## src/rtl/systolic_result_drain_if.sv

```systemverilog
// Output stream of the systolic result drain: one tagged element per valid/ready beat.
interface systolic_result_drain_if #(
  parameter int ELEM_W = 32
);
  logic              m_valid;
  logic              m_ready;
  logic [ELEM_W-1:0] m_data;
  logic [1:0]        m_row;
  logic [1:0]        m_col;
  logic              m_last;

  modport master (
    output m_valid, m_data, m_row, m_col, m_last,
    input  m_ready
  );

  modport slave (
    input  m_valid, m_data, m_row, m_col, m_last,
    output m_ready
  );
endinterface

```

## src/rtl/systolic_result_drain.sv

```systemverilog
// Captures the 4x4 systolic array result on a rising done edge and streams it out
// row-major, one element per beat; a result arriving mid-drain is dropped and flagged.
module systolic_result_drain #(
  parameter int ELEM_W = 32,
  parameter int DIM    = 4
) (
  input  logic                      clk,
  input  logic                      reset_n,
  input  logic [DIM*DIM*ELEM_W-1:0] y_in,
  input  logic                      done_in,
  systolic_result_drain_if.master   m,
  output logic                      busy,
  output logic                      overrun,
  input  logic                      clear_overrun
);
  // state | meaning
  // IDLE  | nothing held, waiting for a rising edge of done_in
  // DRAIN | holding register valid, presenting element idx_q

  localparam int N   = DIM * DIM;
  localparam int TOT = N * ELEM_W;
  localparam int IW  = $clog2(N);

  typedef enum logic {IDLE, DRAIN} state_t;

  state_t          state_q;
  logic [IW-1:0]   idx_q;
  logic            done_q;
  logic [TOT-1:0]  hold_q;
  logic            overrun_q;

  logic cap;
  logic hs;
  logic last_idx;
  logic ovr_set;

  assign cap      = done_in & ~done_q;
  assign hs       = m.m_valid & m.m_ready;
  assign last_idx = (idx_q == IW'(N - 1));
  // A capture on the final handshake re-arms instead of being dropped.
  assign ovr_set  = cap & (state_q == DRAIN) & ~(hs & last_idx);

  always_ff @(posedge clk or negedge reset_n) begin
    if (!reset_n) begin
      state_q   <= IDLE;
      idx_q     <= '0;
      done_q    <= 1'b0;
      hold_q    <= '0;
      overrun_q <= 1'b0;
    end else begin
      done_q <= done_in;

      if (ovr_set)
        overrun_q <= 1'b1;
      else if (clear_overrun)
        overrun_q <= 1'b0;

      case (state_q)
        IDLE: begin
          if (cap) begin
            hold_q  <= y_in;
            idx_q   <= '0;
            state_q <= DRAIN;
          end
        end
        DRAIN: begin
          if (hs) begin
            if (!last_idx) begin
              idx_q <= idx_q + 1'b1;
            end else if (cap) begin
              hold_q <= y_in;
              idx_q  <= '0;
            end else begin
              idx_q   <= '0;
              state_q <= IDLE;
            end
          end
        end
        default: state_q <= IDLE;
      endcase
    end
  end

  assign m.m_valid = (state_q == DRAIN);
  assign m.m_data  = hold_q[TOT-1-ELEM_W*int'(idx_q) -: ELEM_W];
  assign m.m_row   = idx_q[3:2];
  assign m.m_col   = idx_q[1:0];
  assign m.m_last  = m.m_valid & last_idx;
  assign busy      = (state_q == DRAIN);
  assign overrun   = overrun_q;

endmodule

```

## src/flat_wrapper.sv

```systemverilog
// flat-port wrapper written by rule: the top's interface ports become plain ports
module systolic_result_drain_flat 
#(
  parameter int ELEM_W = 32,
  parameter int DIM    = 4
)
  (clk, reset_n, y_in, done_in, busy, overrun, clear_overrun, m_m_valid, m_m_data, m_m_row, m_m_col, m_m_last, m_m_ready);
  systolic_result_drain_if #(.ELEM_W(ELEM_W)) m_i ();
  input  logic clk;
  input  logic reset_n;
  input  logic [DIM*DIM*ELEM_W-1:0] y_in;
  input  logic done_in;
  output logic busy;
  output logic overrun;
  input  logic clear_overrun;
  output wire logic [$bits(m_i.m_valid)-1:0] m_m_valid;
  output wire logic [$bits(m_i.m_data)-1:0] m_m_data;
  output wire logic [$bits(m_i.m_row)-1:0] m_m_row;
  output wire logic [$bits(m_i.m_col)-1:0] m_m_col;
  output wire logic [$bits(m_i.m_last)-1:0] m_m_last;
  input wire logic [$bits(m_i.m_ready)-1:0] m_m_ready;
  assign m_m_valid = m_i.m_valid;
  assign m_m_data = m_i.m_data;
  assign m_m_row = m_i.m_row;
  assign m_m_col = m_i.m_col;
  assign m_m_last = m_i.m_last;
  assign m_i.m_ready = m_m_ready;
  systolic_result_drain #(.ELEM_W(ELEM_W), .DIM(DIM)) u_core (.clk(clk), .reset_n(reset_n), .y_in(y_in), .done_in(done_in), .m(m_i), .busy(busy), .overrun(overrun), .clear_overrun(clear_overrun));
endmodule
```

## config.mk

```make
export PLATFORM = sky130hd
export DESIGN_NAME = systolic_result_drain_flat
export DESIGN_NICKNAME = d
export VERILOG_FILES = /design/src/rtl/systolic_result_drain_if.sv /design/src/rtl/systolic_result_drain.sv /design/src/flat_wrapper.sv
export SDC_FILE = /design/constraint.sdc
export NUM_CORES = 1
export LEC_CHECK = 0
export CAP_MARGIN = 20
export CORE_AREA = 3 3 221 223
export CTS_BUF_LIST = sky130_fd_sc_hd__clkbuf_4 sky130_fd_sc_hd__clkbuf_8 sky130_fd_sc_hd__clkbuf_16
export DETAILED_ROUTE_END_ITERATION = 10
export DIE_AREA = 0 0 224 226
export GPL_ROUTABILITY_DRIVEN = 0
export PLACE_DENSITY = 0.84
export RECOVER_POWER = 50
export SLEW_MARGIN = 20
export SYNTH_ARGS = -nofsm -noshare
export SYNTH_HDL_FRONTEND = slang
export SYNTH_SLANG_ARGS = --single-unit
```

## constraint.sdc

```tcl
create_clock -name clk -period 2.6 [get_ports clk]
set_input_delay 0.78 -clock clk [delete_from_list [all_inputs] [get_ports clk]]
set_output_delay 0.78 -clock clk [all_outputs]
set_load 0.05 [all_outputs]
```

# After elaboration in Yosys (flattened, before gate mapping)
# Cells that the tools add are included.
# word_totals
output_inout_bits,40
ff_bits,519
word_cells,38
in_bits,517
# classes
bitwise_logic,9
n_eq_ne,4
shift,1
n_reduce_logical,3
muxes,14
addsub,2
# op_table
cell,count
$mux 512,3
$pmux 512 s2,1
$shiftx 543x32->32,1
$mux 4,3
$sub 9x9->10 const A,1
$pmux 4 s2,1
$and 1x1->1,6
$mux 1,5
$add 4x1->4 const B,1
$eq 4x4->1 const B,1
$ne 2x2->1 const B,2
$reduce_and 2->1,2
$not 1->1,3
$ne 2x1->1 const B,1
$pmux 1 s2,1
$reduce_bool 2->1,1

# Depth between registers and ports, before layout
# Gate-level depths: netlist of the first run.
# logic_depth
word_depth,6
ltp_mapped,7
ltp_nobuf,4

# Worst setup path after synthesis of the first run
# No wires, ideal clock.
# synth_path
path_type,reg-to-output
from,register u_core.idx_q[2]
to,output m_m_last
required_ns,1.820
arrival_time_ns,2.209
path_buffers,3
stages_incl_launch_ff,6
slack_ns,-0.389
cell_sequence,dfrtp_1 buf_2 buf_2 buf_1 nand3_1 nor2_1
# synth_via
elab_chain_cells,2
# synth_rtl
item,line,text
from (decl),systolic_result_drain.sv:27,logic [IW-1:0] idx_q;
from (signal assigned),systolic_result_drain.sv:69,idx_q <= idx_q + 1'b1;
$eq 4x4->1,systolic_result_drain.sv:39,assign last_idx = (idx_q == IW'(N - 1));
$and 1x1->1,systolic_result_drain.sv:88,assign m.m_last = m.m_valid & last_idx;
to (decl),flat_wrapper.sv:20,output wire logic [$bits(m_i.m_last)-1:0] m_m_last;
# No other way between the ends.

# Final worst setup path of the first run
# layout_path
from,register u_core.idx_q[0]
to,output m_m_data[17]
# layout_via
elab_chain_cells,2
# layout_rtl
item,line,text
$sub 9x9->10,systolic_result_drain.sv:85,assign m.m_data = hold_q[TOT-1-ELEM_W*int'(idx_q) -: ELEM_W];
$shiftx 543x32->32,systolic_result_drain.sv:85,
to (decl),flat_wrapper.sv:17,output wire logic [$bits(m_i.m_data)-1:0] m_m_data;
# No other way between the ends.

==> impl_metrics.ini, run 1 <==
[yosys]
yosysWarnings = 0
muxShareOfSynthArea_pct = 36.4
synth_top_family_by_area = multiplexers
synth-edff-count = 0
ys_seq_area_share_pct = 55.6
netlist.area_leader.share_pct = 55.6
synthXorXnorAreaFrac_pct = 0
async_flop_share_pct = 100
synth_compound_area_share_pct = 3.39
yosys.area.top_type = dfrtp_1
synth_adder_area_share_pct = 0.0536
synthCells = 1530
syn_area_mm2 = 0.0233
synth-main-ff-cell = dfrtp_1
synth_fp_nets = 2048
syn_avg_cell_area_um2 = 15.3
synth_simple_gate_area_share_pct = 1.62
ys_ff_latch = 519
yosys-top-cells-area = dfrtp_1 (56%), mux2_2 (25%), mux4_2 (6.2%), mux2i_1 (5.5%), a22oi_1 (3.1%)
ys_types = 26

[layout]
nFillCells = 2845
regArea_mm2 = 0.0130
drive_gt1_share_pct = 45.2
postLayoutCoreUtil_pct = 72.9
final_cells = 2876
fin_nets = 2735
multi_input_area_mm2 = 0.0103
synthToLayoutAreaGrowth_pct = 46.1

[route]
vias = 16800
ant_nets = 0
wl_um = 80600
routedWlPerCell_um = 28.0
routed_via_density = 5.84
route.detailed.drc = 0
drt_iter0_drc = 1194
detail_route.first_pass.iterations = 5

[setup_path]
ff2ff_path_depth = 9
critPathCaptureType = output port
criticalPathCategory = register to output port
crit_start = u_core.idx_q[0]
cp-start-kind = register
crit_arrival_ns = 2.62
crit_required_ns = 1.82
crit_path_max_fanout = 7
r2r-start = u_core.idx_q[0]
r2r_setup_slack_ns = 0.06

[global_route]
grt_remaining_overflow = 0
grt_pass1_wl_um = 117000
grt_pass1_vias = 18500
track_usage_pct = 31.3
grt_antenna_before_repair = 19
grt_max_degree = 87

[floorplanning]
fp-row-count = 79
io_pins = 557
initial_utilization_pct = 49.9
die-area_mm2 = 0.0506
fp.dieH_um = 226
die_w_um = 224
core_area_mm2 = 0.0468

[sta]
worst_pin_slew_ns = 1.32
fin_skew_ns = 0.0164
finalSetupViolCount = 33
setup_slack_ns = -0.801
rsz0062_at_grt = true
relSlewSlack_pct = 11.8
fmax_mhz = 294
hold_violations = 0
fin_crit_sh_pct = 131
fin_setup_tns_ns = -21.85
period_needed_ns = 3.40
drv_slew = 0

[placement]
dp_hpwl_um = 57800
portBuffers = 556
dp_cells = 2731

[power_and_ir_drop]
ir_drop_mv = 0.810
p_per_area_mw_per_mm2 = 1320
finalPower_mw = 45.0
leakagePower_nw = 14.4

[outcome]
violations = negative setup slack
status = finished, violations left

[clocking]
cts_tree = done
cts_buffers = 54
cts.clk_slew.worst_paths_ns = 0.06
clock_path_buffers = 3
clock-sinks = 519
clock_latency_ns = 0.60
holdBufCountCts = 0
htreeDepth = 2
root_buffer = clkbuf_16

[flow_run]
max_cap_viol_count = 0

[min_path]
hp-class = input port to async pin
-- cells in the mapped netlist, types with 5 or more instances --
master    number
dfrtp_1      519
nor2_1         6
a22oi_1       96
clkbuf_1      21
mux2_2       512
nand3_1       34
buf_4         54
nor2b_1        5
mux2i_1      129
buf_2         34
mux4_2        64
nand2_1       36
-- sequential cells by signal, summed over array words and instances, names as in the netlist --
signal          cells
u_core.overrun      1
u_core.done_q       1
u_core.idx_q        4
u_core.hold_q     512
u_core.busy         1
-- critical path, stage by stage (launching register included) --
cell,delay (ns)
dfrtp_4,0.52
buf_12,0.17
buf_16,0.15
buf_12,0.15
buf_8,0.13
mux2i_1,0.12
a22oi_1,0.22
buf_4,0.23
nand3_4,0.09
nand2_2,0.09
buf_8,0.14
-- layer usage --
layer  GRT usage, %  wire length (um)  up-vias
met3           8.41              6300      188
li1               -                 -     7075
met2           53.2             40100      767
met1           38.0             30400     8752
met5              0                91        -
met4           13.4              3830       14
-- logic make-up (layout without fill, tap and decap cells) --
| logic type | after synthesis | count (layout) |
|---|---|---|
| flops | 519 | 519 |
| mux | 705 | 705 |
| compound gates | 106 | 106 |
| simple gates | 84 | 84 |
| other cells | 0 | 12 |
| fa+ha+maj | 1 | 1 |
| buf+inv | 115 | 842 |
-- through the flow --
stage                     setup WS (ns)  cell area (um2)  hold WS, ns
after global routing             -0.878            34100        0.506
final                            -0.801            34100        0.446
after floorplan                0.000315            23500        0.475
after detailed placement         -0.636            30700        0.491
after CTS                        -0.773            33900       0.0709
after global placement           -0.628            30700        0.484
-- area by class of cell --
class	instances	area share, %
antenna	12	0.0881
clock buffer	81	4.97
clock inverter	15	0.708
inverter	2	0.0220
multi-input combinational	896	30.3
sequential	519	38.1
tap	607	2.23
timing repair buffer	744	23.6
-- placed cells by master (no fill, tap or decap), drive strengths merged --
cell type      instances
ha                     1
and2                   1
dlygate4sd3            1
mux2                 512
mux2i                129
clkbuf               101
clkinvlp               1
nand3                 34
diode                 12
bufinv                 6
nand2                 36
a22oi                 96
a21boi                 1
buf                  208
o22ai                  1
clkinv                 6
o32ai                  1
clkdlybuf4s50        514
nor2                   6
o21ai                  3
nand2b                 1
a32o                   1
a21oi                  2
inv                    4
dfrtp                519
nor2b                  5
mux4                  64
a22o                   1
bufbuf                 1
nand4                  1
-- worst paths after layout --
kind / to
worst max-delay path: m_m_data[17]
worst min-delay path: u_core.hold_q[171]
worst max register to register: u_core.hold_q[295]
worst min register to register: u_core.hold_q[292]
max in group asynchronous: u_core.hold_q[0]
min in group clk: u_core.hold_q[292]
-- report_power, final --
part           total (mW)  internal [mW]  switching [mW]
Sequential           14.6           12.1            2.44
Clock                8.33           5.08            3.25
Combinational        22.1           11.5            10.6
Total                45.0           28.7            16.3
-- timing repair --
action / in CTS / in global routing
gates resized for setup: 185 / 39
gates cloned: 7 / 3
endpoints found under the setup margin: 34 / 33
setup buffers: 24 / 6
pin swaps: 54 / 41
hold endpoints to repair: 0 / 0
Power figures use the tool's default switching activity.
==> run 2: changes to the inputs <==
--- a/config.mk
+++ b/config.mk
@@ -13,6 +13,7 @@
 export GPL_ROUTABILITY_DRIVEN = 0
 export PLACE_DENSITY = 0.84
 export RECOVER_POWER = 50
+export SKIP_LAST_GASP = 1
 export SLEW_MARGIN = 20
 export SYNTH_ARGS = -nofsm -noshare
 export SYNTH_HDL_FRONTEND = slang
==> run 2 against run 1 <==
Net effect: the flow still finishes with violations (negative setup slack); clock power barely moved; sequential power about the same; worst hold slack better by 0.036 ns; worst setup slack better by 0.014 ns; register-to-register slack got worse by 0.03 ns; critical path depth stayed put; total power shrank 0.74%; global-route usage hardly changed; count of clock-buffer cells in the layout unchanged; die area stayed put; routed wire length decreased by 0.39%; via count is 0.46% lower; critical endpoint unchanged.
==> impl_metrics.ini, run 2 (synthesis results as in run 1) <==
[placement]
dp_hpwl_um = 57800
portBuffers = 556
dp_slack_ns = -0.636
dpl_cell_area_mm2 = 0.0307

[layout]
drive_gt1_share_pct = 44.6
final_cell_mix = dfrtp_1 (515), clkdlybuf4s50_1 (514), mux2_2 (512)
largest_registers = u_core.hold_q x512, u_core.idx_q x4
largest_reg_flops = 512
final_area_mm2 = 0.0339
synthToLayoutAreaGrowth_pct = 45.4
fin_nets = 2732
layout_commonest_cell = dfrtp_1
top_register = u_core.hold_q
postLayoutCoreUtil_pct = 72.6

[clocking]
cts_tree = done
htreeDepth = 2
clock_latency_ns = 0.60
cts_buffers = 54
cts.clk_slew.worst_paths_ns = 0.06
clock-sinks = 519
holdBufCountCts = 0
clock_path_buffers = 3
root_buffer = clkbuf_16

[setup_path]
r2r-start = u_core.idx_q[0]
cp_num_buf_inv = 6
worstPathCellList = buf_12, buf_16, buf_12, buf_8, mux2i_1, a22oi_1, buf_4, nand3_4, nand2_2, buf_8
critPathCaptureType = output port
crit_family = buffers and inverters
r2r_setup_slack_ns = 0.03
crit_path_max_fanout = 7
critPathMaxStageDelay_ns = 0.52
reg2reg_to = u_core.hold_q[260]
crit_required_ns = 1.82
crit_arrival_ns = 2.61
crit_end = m_m_data[17]
cp_slowest_cell = dfrtp_4
cp.depth = 10
criticalPathCategory = register to output port
crit_start = u_core.idx_q[0]
ff2ff_path_depth = 9
cp-start-kind = register

[route]
routedWlPerCell_um = 28.0
wl_um = 80300
vias = 16700
detail_route.first_pass.iterations = 5
routed_via_density = 5.82
ant_nets = 0
route.detailed.drc = 0
drt_iter0_drc = 1130

[floorplanning]
fp.dieH_um = 226
initial_utilization_pct = 49.9
die_w_um = 224
fp-row-count = 79
core_area_mm2 = 0.0468
io_pins = 557
die-area_mm2 = 0.0506

[sta]
worst_pin_slew_ns = 1.41
period_needed_ns = 3.39
fin_crit_sh_pct = 130
fin_setup_tns_ns = -22.29
rsz0062_at_grt = true
finalSetupViolCount = 33
fin_skew_ns = 0.0183
setup_slack_ns = -0.787
fmax_mhz = 295
hold_violations = 0
relSlewSlack_pct = 5.81
drv_slew = 0

[global_route]
grt_max_degree = 87
track_usage_pct = 31.3
grt_pass1_wl_um = 117000
grt_remaining_overflow = 0
grt_pass1_vias = 18500
grt_antenna_before_repair = 21

[flow_run]
max_cap_viol_count = 0

[power_and_ir_drop]
ir_drop_mv = 0.810
p_per_area_mw_per_mm2 = 1320
finalPower_mw = 44.7
leakagePower_nw = 14.4

[min_path]
hp-class = input port to async pin

[outcome]
status = finished, violations left
violations = negative setup slack
[run 2: layout make-up]
type / count / area (um2)
clock buffer: 81 / 1690
tap: 607 / 759
inverter: 2 / 7.51
sequential: 519 / 13000
clock inverter: 15 / 241
fill: 2882 / 12800
antenna: 12 / 30.0
multi-input combinational: 896 / 10300
timing repair buffer: 741 / 7950
[run 2: worst min-delay path by stage]
stage,to,slack [ns],cells after the start
6_report,u_core.hold_q[171],0.48,1
5_1_grt,u_core.hold_q[171],0.52,1
4_1_cts,u_core.hold_q[171],0.07,1
3_5_place_dp,u_core.hold_q[358],0.49,1
3_3_place_gp,u_core.hold_q[260],0.48,1
2_1_floorplan,u_core.busy,0.48,0
[run 2: timing repair]
action,4_1_cts,5_1_grt
pin swaps,52,26
gates resized for setup,174,25
hold endpoints to repair,0,0
setup endpoints to repair,34,33
cloned,7,1
buffers inserted,24,4
[run 2: where the power goes]
| part | total (mW) | internal, mW | switching, mW |
|---|---|---|---|
| logic | 21.8 | 11.3 | 10.5 |
| registers | 14.6 | 12.1 | 2.43 |
| clock network | 8.32 | 5.08 | 3.24 |
| total | 44.7 | 28.5 | 16.1 |
[run 2: per-layer routing]
layer	share of wire [%]	up-vias	track usage, %
met1	37	8723	37.9
li1	-	7071	-
met3	8.0	181	8.63
met5	0.11	-	0
met2	50	729	53.4
met4	4.5	14	12.8
[run 2: through the flow]
step / std cells / hold WS [ns]
after floorplan: 1530 / 0.475
after global placement: 2731 / 0.484
after detailed placement: 2731 / 0.491
after CTS: 2857 / 0.0709
after global routing: 2868 / 0.515
final: 2873 / 0.481
==> run 3: changes to the inputs <==
--- a/config.mk
+++ b/config.mk
@@ -6,12 +6,12 @@
 export NUM_CORES = 1
 export LEC_CHECK = 0
 export CAP_MARGIN = 20
-export CORE_AREA = 3 3 221 223
+export CORE_AREA = 3 3 232 211
 export CTS_BUF_LIST = sky130_fd_sc_hd__clkbuf_4 sky130_fd_sc_hd__clkbuf_8 sky130_fd_sc_hd__clkbuf_16
 export DETAILED_ROUTE_END_ITERATION = 10
-export DIE_AREA = 0 0 224 226
+export DIE_AREA = 0 0 235 214
 export GPL_ROUTABILITY_DRIVEN = 0
-export PLACE_DENSITY = 0.84
+export PLACE_DENSITY = 0.85
 export RECOVER_POWER = 50
 export SKIP_LAST_GASP = 1
 export SLEW_MARGIN = 20
==> run 3 against run 2 <==
Net effect: the run still ends with negative setup slack left; critical path depth fell by 4; sequential share of layout area fell by 0.46 points; highest routed layer unchanged; cell count rose by 1.7%; final area rose by 1.2%; critical endpoint is now m_m_data[5]; largest cell class unchanged; first-iteration DRC count rose by 19%; non-clock buffer count rose by 35; register-to-register slack improved by 0.05 ns; sequential cell count did not move; critical path type unchanged; die area fell by 0.66%; worst hold slack got worse by 0.046 ns.
==> impl_metrics.ini, run 3 (synthesis results as in run 1) <==
[sta]
drv_slew = 0
hold_violations = 0
rsz0062_at_grt = true
worst_pin_slew_ns = 1.25
finalSetupViolCount = 34
relSlewSlack_pct = 16.5
fmax_mhz = 294
period_needed_ns = 3.41
fin_crit_sh_pct = 131
fin_skew_ns = 0.0169
hold_ws_ns = 0.435
setup_slack_ns = -0.807
fin_setup_tns_ns = -24.07

[global_route]
grt_remaining_overflow = 0
grt_pass1_wl_um = 113000
grt_antenna_before_repair = 17
grt_pass1_vias = 18100
track_usage_pct = 29.9
grt_max_degree = 67

[clocking]
clock_latency_ns = 0.60
clock_path_buffers = 3
root_buffer = clkbuf_16
cts.clk_slew.worst_paths_ns = 0.06
cts_tree = done
htreeDepth = 2
cts_buffers = 53
clock-sinks = 519

[flow_run]
max_cap_viol_count = 0

[route]
route.detailed.drc = 0
wl_um = 81500
vias = 16900
routed_via_density = 5.78
routedWlPerCell_um = 27.9
detail_route.first_pass.iterations = 5
ant_nets = 0
drt_iter0_drc = 1346

[outcome]
violations = negative setup slack
status = finished, violations left

[power_and_ir_drop]
finalPower_mw = 44.2
ir_drop_mv = 1.11
leakagePower_nw = 14.6
p_per_area_mw_per_mm2 = 1290

[layout]
regArea_mm2 = 0.0130
synthToLayoutAreaGrowth_pct = 47.2
layout_commonest_cell = dfrtp_1
nFillCells = 2800
largest_reg_flops = 512
drive_gt1_share_pct = 45.0
final_cell_mix = dfrtp_1 (515), clkdlybuf4s50_1 (514), mux2_2 (512)
fin_nets = 2766
top_register = u_core.hold_q
final_area_mm2 = 0.0344
largest_registers = u_core.hold_q x512, u_core.idx_q x4
multi_input_area_mm2 = 0.0102

[setup_path]
criticalPathCategory = register to output port
cp-start-kind = register
crit_arrival_ns = 2.63
ff2ff_path_depth = 10
r2r-start = u_core.idx_q[1]
crit_path_max_fanout = 8
critPathCaptureType = output port
crit_required_ns = 1.82
r2r_setup_slack_ns = 0.08
reg2reg_to = u_core.hold_q[421]

[floorplanning]
initial_utilization_pct = 50.1
core_area_mm2 = 0.0466
fp.dieH_um = 214
die-area_mm2 = 0.0503
die_w_um = 235
fp-row-count = 75
io_pins = 557

[placement]
dpl_cell_area_mm2 = 0.0309
portBuffers = 556
dp_slack_ns = -0.338
dp_hpwl_um = 57300

[min_path]
hp-class = input port to async pin
[run 3: worst max path at each step]
stage / from / to / cells after the start
detailed placement: u_core.idx_q[2] / m_m_data[20] / 9
global route: u_core.idx_q[0] / m_m_data[5] / 6
global placement: u_core.idx_q[2] / m_m_data[20] / 9
floorplan: u_core.idx_q[2] / m_m_data[0] / 5
finish: u_core.idx_q[0] / m_m_data[5] / 6
CTS: u_core.idx_q[0] / m_m_data[14] / 7
[run 3: timing repair]
item | CTS | global route
hold endpoints to repair | 0 | 0
resized for setup | 40 | 158
gates cloned | 2 | 26
pin swaps | 5 | 58
hold buffers | 0 | 0
setup endpoints to repair | 34 | 507
setup buffers | 5 | 24
[run 3: layout make-up]
cell class / instances / share of cell area, %
tap: 616 / 2.24
antenna: 17 / 0.124
clock buffer: 82 / 4.75
clock inverter: 14 / 0.477
sequential: 519 / 37.8
timing repair buffer: 776 / 24.8
multi-input combinational: 896 / 29.8
inverter: 2 / 0.0218
[run 3: metrics by stage]
step / instances / util [%]
floorplan: 1530 / -
global placement: 2756 / 66.3
detailed placement: 2756 / 66.3
CTS: 2858 / 70.7
global route: 2916 / 73.6
finish: 2922 / 73.7
[run 3: per-layer routing]
metal | vias to the layer above | part of all wire, % | wire (um) | GRT usage, %
met5 | - | 0.048 | 39 | 0
met4 | 6 | 4.8 | 3870 | 13.4
met3 | 180 | 7.8 | 6380 | 7.18
met2 | 804 | 48 | 39200 | 48.1
met1 | 8757 | 39 | 32000 | 38.8
li1 | 7156 | - | - | -
[run 3: worst max-delay path, cell delays in order (launching register included)]
cell	delay (ns)
dfrtp_4	0.60
clkbuf_16	0.24
buf_16	0.14
mux4_2	0.52
a22oi_2	0.27
nand2_2	0.09
buf_8	0.16
[run 3: report_power, final]
part	switching [mW]	internal [mW]	leakage (nW)	total, mW
registers	2.52	12.1	6.35	14.7
clock network	3.22	4.61	0.904	7.84
logic	10.3	11.4	7.34	21.7
